**src/rtl/divider_cdb_buffer.sv**
```systemverilog
`default_nettype none
// ============================================================================
// divider_cdb_buffer : latency-matched capture of divider results into a
//                      first-word-fall-through FIFO feeding the CDB arbiter
// Revision: 1.0
// ============================================================================
module divider_cdb_buffer #(
  parameter int DEPTH   = 8,
  parameter int LATENCY = 32
) (
  input  logic                   clk,
  input  logic                   reset,
  input  logic                   flush,
  input  logic                   start_in,
  input  logic [31:0]            div_quotient,
  input  logic [31:0]            div_remainder,
  input  logic                   div_op,
  input  logic [6:0]             div_phys_addr,
  input  logic [31:0]            div_pc,
  input  logic                   cdb_grant,
  output logic                   cdb_req,
  output logic [31:0]            cdb_result,
  output logic [6:0]             cdb_phys_addr,
  output logic [31:0]            cdb_pc,
  output logic                   can_issue,
  output logic [$clog2(DEPTH):0] count,
  output logic                   overflow
);

  localparam int AW = $clog2(DEPTH);
  localparam int FW = $clog2(LATENCY) + 1;
  localparam int EW = 32 + 7 + 32;

  logic [LATENCY-1:0] delay_q, delay_d;
  logic [FW-1:0]      in_flight_q, in_flight_d;
  logic [EW-1:0]      mem_q [DEPTH];
  logic [EW-1:0]      mem_d [DEPTH];
  logic [AW-1:0]      wr_ptr_q, wr_ptr_d;
  logic [AW-1:0]      rd_ptr_q, rd_ptr_d;
  logic [AW:0]        count_q, count_d;
  logic               overflow_q, overflow_d;

  logic               tap;
  logic               full;
  logic               capture;
  logic               pop;
  logic               push;
  logic [EW-1:0]      capture_entry;
  logic [EW-1:0]      head_entry;
  logic [31:0]        occupancy;

  always_comb begin
    tap           = delay_q[LATENCY-1];
    full          = (count_q == (AW+1)'(DEPTH));
    cdb_req       = (count_q != '0);
    // Everything arriving in a flush cycle is discarded, including the pop.
    pop           = cdb_req & cdb_grant & ~flush;
    capture       = tap & ~flush;
    push          = capture & (~full | pop);
    capture_entry = {(div_op ? div_remainder : div_quotient), div_phys_addr, div_pc};
    head_entry    = mem_q[rd_ptr_q];

    delay_d = flush ? '0 : {delay_q[LATENCY-2:0], start_in};

    in_flight_d = in_flight_q;
    if (flush) begin
      in_flight_d = '0;
    end else begin
      case ({start_in, tap})
        2'b10:   in_flight_d = in_flight_q + 1'b1;
        2'b01:   in_flight_d = in_flight_q - 1'b1;
        default: in_flight_d = in_flight_q;
      endcase
    end

    for (int i = 0; i < DEPTH; i++) begin
      mem_d[i] = mem_q[i];
    end
    if (push) begin
      mem_d[wr_ptr_q] = capture_entry;
    end

    wr_ptr_d = wr_ptr_q;
    rd_ptr_d = rd_ptr_q;
    count_d  = count_q;
    if (flush) begin
      wr_ptr_d = '0;
      rd_ptr_d = '0;
      count_d  = '0;
    end else begin
      if (push) begin
        wr_ptr_d = wr_ptr_q + 1'b1;
      end
      if (pop) begin
        rd_ptr_d = rd_ptr_q + 1'b1;
      end
      case ({push, pop})
        2'b10:   count_d = count_q + 1'b1;
        2'b01:   count_d = count_q - 1'b1;
        default: count_d = count_q;
      endcase
    end

    overflow_d = overflow_q | (capture & full & ~pop);

    // Ops already issued count against capacity so the unstallable divider
    // can never deliver into a full buffer.
    occupancy = 32'(count_q) + 32'(in_flight_q);
    can_issue = (occupancy < 32'(DEPTH));

    count         = count_q;
    overflow      = overflow_q;
    cdb_result    = cdb_req ? head_entry[70:39] : '0;
    cdb_phys_addr = cdb_req ? head_entry[38:32] : '0;
    cdb_pc        = cdb_req ? head_entry[31:0]  : '0;
  end

  always_ff @(posedge clk) begin
    if (reset) begin
      delay_q     <= '0;
      in_flight_q <= '0;
      wr_ptr_q    <= '0;
      rd_ptr_q    <= '0;
      count_q     <= '0;
      overflow_q  <= 1'b0;
      for (int i = 0; i < DEPTH; i++) begin
        mem_q[i] <= '0;
      end
    end else begin
      delay_q     <= delay_d;
      in_flight_q <= in_flight_d;
      wr_ptr_q    <= wr_ptr_d;
      rd_ptr_q    <= rd_ptr_d;
      count_q     <= count_d;
      overflow_q  <= overflow_d;
      for (int i = 0; i < DEPTH; i++) begin
        mem_q[i] <= mem_d[i];
      end
    end
  end

endmodule
`default_nettype wire

```
**config.mk**
```make
export PLATFORM = sky130hd
export DESIGN_NAME = divider_cdb_buffer
export DESIGN_NICKNAME = d
export VERILOG_FILES = /design/src/rtl/divider_cdb_buffer.sv
export SDC_FILE = /design/constraint.sdc
export NUM_CORES = 1
export LEC_CHECK = 0
export CORE_MARGIN = 5
export CORE_UTILIZATION = 40
export CTS_CLUSTER_SIZE = 28
export DETAILED_ROUTE_END_ITERATION = 10
export GPL_ROUTABILITY_DRIVEN = 0
export GPL_TIMING_DRIVEN = 0
export PLACE_DENSITY = 0.61
export SYNTH_ARGS = -nofsm -noshare
export SYNTH_HDL_FRONTEND = slang
export SYNTH_SLANG_ARGS = --single-unit
```
**constraint.sdc**
```tcl
create_clock -name clk -period 2.45 [get_ports clk]
set_clock_uncertainty 0.1 [all_clocks]
set_input_delay 0.245 -clock clk [delete_from_list [all_inputs] [get_ports clk]]
set_output_delay 0.245 -clock clk [all_outputs]
set_load 0.005 [all_outputs]
```
After elaboration in Yosys (flattened, before gate mapping)
Memories as Yosys holds them, arrays and structs flattened. A register that Yosys moved wholly into a read port is not among the register bits.
Cells that the tools add are included.
Cells by class
  bitwise gates (word level): 20
  reductions and logical operators: 5
  muxes and demuxes: 23
  $add $sub $neg: 7
  $lt $le $gt $ge: 3
  eq/ne operators: 5
Operators by type and width (number)
  $mux 71: 9
  $bwmux 568: 1
  $mux 568: 1
  $demux 71 s3: 1
  $mux 32: 3
  $pmux 6 s2: 1
  $or 1x1->1: 10
  $pmux 4 s2: 1
  $add 4x6->7: 1
  $lt 7x4->1 const B: 1
  $mux 7: 1
  $add 3x1->3 const B: 2
  $add 6x1->6 const B: 1
  $and 1x1->1: 6
  $mux 3: 2
  $sub 6x1->6 const B: 1
  $add 4x1->4 const B: 1
  $eq 2x1->1 const B: 2
  $eq 2x2->1 const B: 2
  $eq 4x4->1 const B: 1
  $ge 4x4->1 const B: 1
  $lt 4x1->1 const B: 1
  $not 3->4: 1
  $reduce_bool 2->1: 2
  other kinds (6): 10
Word-level totals
  output and inout port bits: 78
  register bits after elaboration: 49
  input bits: 109
  memories: 1
  RAM bits: 568
  logic and storage cells: 70
Memory list
  mem_q: words 8, width 71, rd ports 9, clocked after memory_dff 1, wr ports 8, RTL line 36  | logic [EW-1:0] mem_q [DEPTH];

Longest topological paths before layout
Gate-level depths: netlist of run 1.
  depth in word-level cells: 8
  gate-level depth with buffers: 11
  depth with buffers taken out: 10

Worst setup path after synthesis of run 1
No wires, ideal clock.
  path type: register -> register
  start point: reg count_q[1] (netlist: count[1])
  end point: reg count_q[2] (netlist: count[2])
  library setup time: 0.070 ns
  period minus slack after synthesis: 2.411 ns
  arrival time: 2.241 ns
  stages on the path, launching flop included: 12
  buffers on the path: 1
  data required time: 2.280 ns
  slack: 0.039 ns
  cells stage by stage: dfxtp_1 buf_2 nor3_4 a31oi_1 inv_1 ha_1 xor2_1 ha_1 a21oi_1 xor2_1 or3_1 a21oi_1
On the way
  word-level cells in the longest chain between the ends: 7
  elaborated cells between the ends (all ways): 13
  those cells by class: 2 x add/sub; 3 x eq/ne; 1 x mux; 5 x bitwise; 2 x reduce/logical
RTL lines
  start, declared: RTL line 40  | logic [AW:0] count_q, count_d;
  start signal, assigned: RTL line 134  | count_q <= count_d;
  $reduce_bool 4->1: RTL line 55  | cdb_req = (count_q != '0);
  $and 1x1->1 (2 in series): RTL line 57  | pop = cdb_req & cdb_grant & ~flush;
  $or 1x1->1: RTL line 59  | push = capture & (~full | pop);
  $and 1x1->1: RTL line 59
  $eq 2x1->1 or $eq 2x2->1 (tied branches): RTL line 97  | case ({push, pop})
  $pmux 4 s2 or $reduce_bool 2->1 (tied branches)
Parallel ways exist; a longest one is shown, timed or not.
A chain may end at the register's enable or synchronous reset.

==> metrics.md, run 1 <==
| Metric | Value |
|---|---|
| Status | `complete, but fails checks` |
| Failing checks | `setup timing` |
| CP dominant cell by count | `buf_16` |
| Synthesized instance count | `around 2900` |
| Initial antenna violation count | `2` |
| CP required | `2.11 ns` |
| Fillcell total | `6094` |
| Hold slack | `roughly 0.21 ns` |
| Leak | `approximately 11 nW` |
| Dpl hpwl | `roughly 60000 um` |
| FF+latch count, synth | `620` |
| Synth top cells by count | `nand2_1, dfxtp_1, a21oi_1` |
| Hold EP | `delay_q[0]` |
| DRC Markers | `0` |
| Arrival @ worst endpoint | `2.47 ns` |
| CTS tree | `built` |
| CTS root buf | `clkbuf_16` |
| Area leader, netlist | `dfxtp_1` |
| Total number of vias | `23060` |
| MaxCap Viol Count | `0` |
| Slew Viols, Final | `0` |
| Dpl ws | `-1.26 ns` |
| # setup viols final | `slightly above 70` |
| WL per Instance | `between 20 and 25 um` |
| Largest net degree at the start of global routing | `14` |
| FF-to-FF End | `count[2]` |
| Hold_sp | `start_in` |
| Tot Pwr | `between 20 and 25 mW` |
| Port buffer count | `145` |
| Die width | `approximately 270 um` |
| Final hold vios | `0` |
| Number of flops mapped to enable cells by yosys | `0` |
| Final nets | `3339` |
| Critical R2R Launch | `count[0]` |
| Cell area power density | `around 640 mW/mm^2` |
| Area contributors post-synth | `dfxtp_1, mux4_2, nand2_1, nand3b_1, a21oi_1` |
| Vias in the first global route | `23246` |
| Core ar. | `0.0669 sq mm` |
| Peak VDD IR | `401 uV` |
| CTS max path bufs | `3` |
| Synthesis Warnings | `0` |
| Cell Area, Placed | `0.0295 sq mm` |
| Count leader, synth | `nand2_1` |
| Worst hold path depth | `3` |
| CP peak stage delay | `around 0.52 ns` |
| Synth top area share | `around 46%` |
| Initial DRC count | `1949` |
| Most common flop cell mapped by yosys | `dfxtp_1` |
| Cts bufs inserted | `68` |
| CP delay by family, top | `multiplexers` |
| Setup crit end kind | `output pin` |
| Mean post-synth cell area | `~9.3 sq um` |
| Final core utilization | `about half` |
| Peak Freq | `0.355 GHz` |
| Post-Synthesis Net Count | `approximately 3000` |
| Min setup slack post-route | `-0.366 ns` |
| Minimum clock period | `2.82 ns` |
| Layout cell share with drive strength beyond 1 | `roughly 20%` |
| First-pass GRT wire length | `136000 um` |
| I/O pin total | `between 150 and 200` |
| Worst-Margin Slew | `roughly 0.94 ns` |
| Crit-path cells | `buf_12 > buf_16 > buf_16 > buf_6 > mux4_2 > mux2i_2 > nor2_1 > buf_2` |
| Worst-path maximum fanout | `8` |
| H-tree depth | `3` |
| Worst Hold Class | `input pin to register` |
| Fin area | `approximately 0.033 sq mm` |
| Startpoint types | `register` |
| Max-Slew Margin vs Limit | `a little under two fifths` |
| Final worst-path cycle share | `115%` |
| CP max-delay cell | `mux4_2` |
| Post-Route WL | `slightly below 90000 um` |
| Asr flop ratio synth | `0%` |
| Kind of critical path | `register to output pin` |
| Clock Sinks | `620` |
| R2R depth | `11` |
| Site Rows | `95` |
| Sequential area share after synthesis | `46.1%` |
| Post-DRT Antenna Nets | `0` |
| Synthesized area | `approximately 0.027 sq mm` |
| Netlist cell types | `51` |
| Layout area overhead | `22.9%` |
| Global-route usage over all layers | `23.7%` |
| CTS clock-pin slew for the worst setup and hold paths | `approximately 0.06 ns` |
| R2r setup slk | `0.02 ns` |
| Initial Utilization | `approximately two fifths` |
| WP buf/inv | `5` |
| Chip Height | `~270 um` |
| DRT Pass-1 Iters | `5` |
| GRT overflow | `0` |
| Vias per cell | `approximately 5.6` |
| Skew-Pair Late Insertion Delay | `0.58 ns` |
| RSZ-0062 raised after global routing | `yes` |
| Full die area | `around 0.073 sq mm` |
-- placed cells by master (no fill, tap or decap), types with 77 or more instances in the layout --
| cell | n |
|---|---|
| buf_2 | 153 |
| mux2i_1 | 81 |
| a21oi_1 | 323 |
| o21ai_0 | 231 |
| nand3b_1 | 257 |
| buf_4 | 77 |
| nand2_1 | 634 |
| mux4_2 | 142 |
| dfxtp_1 | 613 |
| clkbuf_1 | 106 |
-- report_power, final --
part	internal, mW	total, mW	switching (mW)
Sequential	10.1	10.1	0.00178
Clock	6.09	10.2	4.10
Combinational	0.321	0.789	0.468
Total	16.5	21.1	4.57
-- registers in the layout (all words and copies together) (netlist names), named ones only --
| name | cells |
|---|---|
| wr_ptr_q | 3 |
| delay_q | 32 |
| mem_q | 568 |
| overflow | 1 |
| in_flight_q | 6 |
| rd_ptr_q | 3 |
| count | 4 |
-- cells by family after synthesis --
logic type                 Yosys count  synth area share (%)
AOI/OAI and AO/OA                  597                  11.3
xor gates and xnor gates            11                 0.358
adders and majority gates           14                 0.679
buffers and inverters              328                  6.00
DFF                                620                  46.1
muxes                              246                  15.8
and+or+nand+nor                   1078                  19.8
-- per-layer routing --
metal	vias to the layer above	wire length (um)	GRT usage, %
met1	11326	35700	29.9
met4	2	3130	8.89
met5	-	11	0
li1	10574	-	-
met2	981	43000	40.4
met3	177	7370	4.82
-- stage by stage --
| stage | TNS, ns | instances |
|---|---|---|
| after floorplan | 0 | 2894 |
| after global placement | -275.06 | 3912 |
| after detailed placement | -273.84 | 3912 |
| after CTS | -23.07 | 4125 |
| after global routing | -23.12 | 4129 |
| final | -17.90 | 4130 |
-- final cells by class --
cell class | instances | area (sq um) | share of cell area [%]
clock inverter | 13 | 208 | 0.628
clock buffer | 97 | 1970 | 5.97
buffer | 312 | 1860 | 5.63
inverter | 9 | 33.8 | 0.102
tap | 873 | 1090 | 3.30
timing repair buffer | 259 | 2330 | 7.04
antenna | 1 | 2.50 | 0.00757
sequential | 620 | 12400 | 37.6
multi-input combinational | 1946 | 13100 | 39.7
-- worst register-to-register path, cell delays in order, from the launching register on --
cell and delay [ns]:
dfxtp_2 0.32, buf_6 0.12, nor4_4 0.27, buf_4 0.18, nor2_2 0.07, ha_2 0.22, xor2_1 0.15, ha_1 0.19
a21oi_1 0.15, xor2_1 0.11, or3_1 0.33, a21oi_1 0.14
-- worst max-delay path by stage --
stage,start,end,slack (ns),cells past startpoint
CTS,register,cdb_result[16],-0.44,9
global placement,count[0],cdb_result[0],-1.29,6
finish,register,cdb_pc[31],-0.37,8
floorplan,count[1],count[2],0.04,11
detailed placement,count[0],cdb_result[0],-1.26,6
global route,register,cdb_phys_addr[0],-0.42,7
-- timing repair --
| item | in CTS | in global routing |
|---|---|---|
| endpoints found under the setup margin | 183 | 83 |
| gates cloned | 9 | 0 |
| resized for setup | 486 | 34 |
| buffers inserted | 60 | 19 |
| endpoints found under the hold margin | 312 | 0 |
| hold buffers | 39 | 0 |
| pin swaps | 47 | 41 |
Note: power is estimated with default switching activity, not from simulation.
==> run 2: changes to the inputs <==
Settings changed: CORE_ASPECT_RATIO set to 1.1.
==> metrics.md, run 2 (same netlist as run 1, synthesis figures left out) <==
| Metric | Value |
|---|---|
| Worst hold path depth | `3 (unchanged)` |
| Critical R2R Launch | `count[0]` |
| Cell area power density | `644 mW/mm^2 (+1.1%)` |
| CP required | `2.11 ns (about the same)` |
| Initial DRC count | `1944 (-0.26%)` |
| MaxCap Viol Count | `0 (unchanged)` |
| Skew-Pair Late Insertion Delay | `0.60 ns (+0.02 ns)` |
| Dpl hpwl | `61100 um (+1.1%)` |
| CP max-delay cell | `mux4_2` |
| Total number of vias | `23036 (-0.10%)` |
| Hold_sp | `start_in` |
| R2R depth | `12 (+1)` |
| WL per Instance | `21.9 um (+1.6%)` |
| Final hold vios | `0 (unchanged)` |
| R2r setup slk | `0.03 ns (about the same)` |
| I/O pin total | `187 (unchanged)` |
| Vias in the first global route | `23773 (+2.3%)` |
| Post-DRT Antenna Nets | `0 (unchanged)` |
| # setup viols final | `71 (-1.4%)` |
| Setup crit end kind | `output pin` |
| First-pass GRT wire length | `138000 um (+1.4%)` |
| CTS tree | `built` |
| Chip Height | `282 um (+4.7%)` |
| Minimum clock period | `2.87 ns (+0.0500 ns)` |
| Layout area overhead | `24.5%` |
| Largest net degree at the start of global routing | `14 (unchanged)` |
| Leak | `11.4 nW (+1.9%)` |
| GRT overflow | `0 (unchanged)` |
| CP peak stage delay | `0.52 ns (about the same)` |
| CTS clock-pin slew for the worst setup and hold paths | `0.06 ns (about the same)` |
| Peak VDD IR | `442 uV (+10%)` |
| H-tree depth | `3 (unchanged)` |
| DRT Pass-1 Iters | `6 (+1)` |
| Placed cell count | `3897 (-0.38%)` |
| Initial Utilization | `40.5% (+0.24 points)` |
| RSZ-0062 raised after global routing | `yes` |
| Die width | `257 um (-4.5%)` |
| Largest regs | `mem_q (568), delay_q (32), in_flight_q (6)` |
| Crit-path cells | `buf_12 > buf_16 > buf_12 > buf_6 > mux4_2 > mux2i_4 > nor2_1 > buf_2` |
| Max reg flops | `568 (unchanged)` |
| Arrival @ worst endpoint | `2.52 ns (+0.05 ns)` |
| Startpoint types | `register` |
| Core ar. | `0.0665 sq mm (-0.60%)` |
| Fillcell total | `5992 (-1.7%)` |
| Max-Slew Margin vs Limit | `39.4% (+1.8 points)` |
| Post-Route WL | `90800 um (+1.9%)` |
| Worst-path maximum fanout | `6 (-2)` |
| CP delay by family, top | `multiplexers` |
| Peak Freq | `0.349 GHz (-1.7%)` |
| Global-route usage over all layers | `24.2% (+0.45 points)` |
| Clock Sinks | `620 (unchanged)` |
| Min setup slack post-route | `-0.416 ns (-0.0500 ns)` |
| Leading cell types in the layout, fill and taps excluded | `nand2_1, dfxtp_1, a21oi_1` |
| Hold EP | `delay_q[0]` |
| CP dominant cell by count | `buf_12` |
| Cts bufs inserted | `68 (unchanged)` |
| Worst-Margin Slew | `0.909 ns (-0.0277 ns)` |
| Layout cell share with drive strength beyond 1 | `21.2% (+0.59 points)` |
| Fin cells | `4142 (+0.29%)` |
| WP buf/inv | `5 (unchanged)` |
| Status | `complete, but fails checks` |
| Most common cell after layout, fill and taps aside | `nand2_1` |
| Final nets | `3353 (+0.42%)` |
| Hold slack | `0.158 ns (-0.0557 ns)` |
| Slew Viols, Final | `0 (unchanged)` |
| Failing checks | `setup timing` |
| DRC Markers | `0 (unchanged)` |
| FF-to-FF End | `count[2]` |
| CTS root buf | `clkbuf_16` |
| Initial antenna violation count | `1 (-1)` |
| Site Rows | `99 (+4.2%)` |
| Top reg by flops | `mem_q` |
| Fin Setup TNS | `-19.82 ns (-1.91 ns)` |
| Port buffer count | `145 (unchanged)` |
| Tot Pwr | `21.6 mW (+2.5%)` |
| Worst Hold Class | `input pin to register` |
| Final worst-path cycle share | `117% (+2.0 points)` |
| Full die area | `0.0726 sq mm (about the same)` |
| CTS max path bufs | `3 (unchanged)` |
| Vias per cell | `5.56 (-0.39%)` |
| Kind of critical path | `register to output pin` |
[run 2: changes by cell type in the layout (fill, tap and decap cells not counted), sizes merged, moves of 3 or more]
cell,before,now
clkbuf,219,226
clkinv,7,12
clkinvlp,1,4
dlygate4sd2,0,5
inv,9,14
[run 2: what timing repair did]
action,4_1_cts,5_1_grt
hold buffers,39,0
setup buffers,58,23
gates cloned,9,1
gates resized for setup,457,65
pin swaps,39,40
endpoints found under the setup margin,265,88
endpoints found under the hold margin,312,0
[run 2: worst max path at each step]
stage / endpoint / slack, ns / depth (start not counted) / start
2_1_floorplan: count[2] / 0.04 / 11 / count[1]
3_3_place_gp: cdb_result[0] / -1.25 / 5 / count[3]
3_5_place_dp: cdb_result[0] / -1.26 / 5 / count[3]
4_1_cts: cdb_result[31] / -0.42 / 8 / register
5_1_grt: cdb_phys_addr[2] / -0.45 / 7 / register
6_report: cdb_result[31] / -0.42 / 8 / register
[run 2: power breakdown]
group	internal, mW	leakage [nW]	switching [mW]	total (mW)
logic	0.321	5.26	0.467	0.788
registers	10.1	5.00	0.00204	10.1
clock network	6.33	1.14	4.38	10.7
total	16.7	11.4	4.85	21.6
[run 2: layout make-up]
cell class	count	area (sq um)	area share [%]
multi-input combinational	1946	13100	39.2
sequential	620	12400	37.1
timing repair buffer	272	2640	7.88
clock buffer	95	1930	5.77
buffer	313	1850	5.52
tap	858	1070	3.20
clock inverter	28	400	1.19
inverter	9	36.3	0.108
antenna	1	2.50	0.00747
[run 2: per-stage QoR]
step / utilization [%] / cell area (sq um) / worst slack [ns]
5_1_grt: 50.4 / 33500 / -0.448
6_report: 50.4 / 33500 / -0.416
3_5_place_dp: 44.3 / 29400 / -1.26
4_1_cts: 50.1 / 33300 / -0.416
2_1_floorplan: - / 26900 / 0.0394
3_3_place_gp: 44.3 / 29400 / -1.25
[run 2: worst min-delay path, cell delays in order]
cell and delay, ns:
clkdlybuf4s50_1 0.40, inv_1 0.11, nor2_1 0.06
[run 2: metal layers]
metal	up-vias	global-route usage (%)	routed length [um]
li1	10601	-	-
met1	11238	29.8	35700
met2	975	42.1	44800
met3	222	3.79	6500
met4	0	10.8	3800
met5	-	0	0
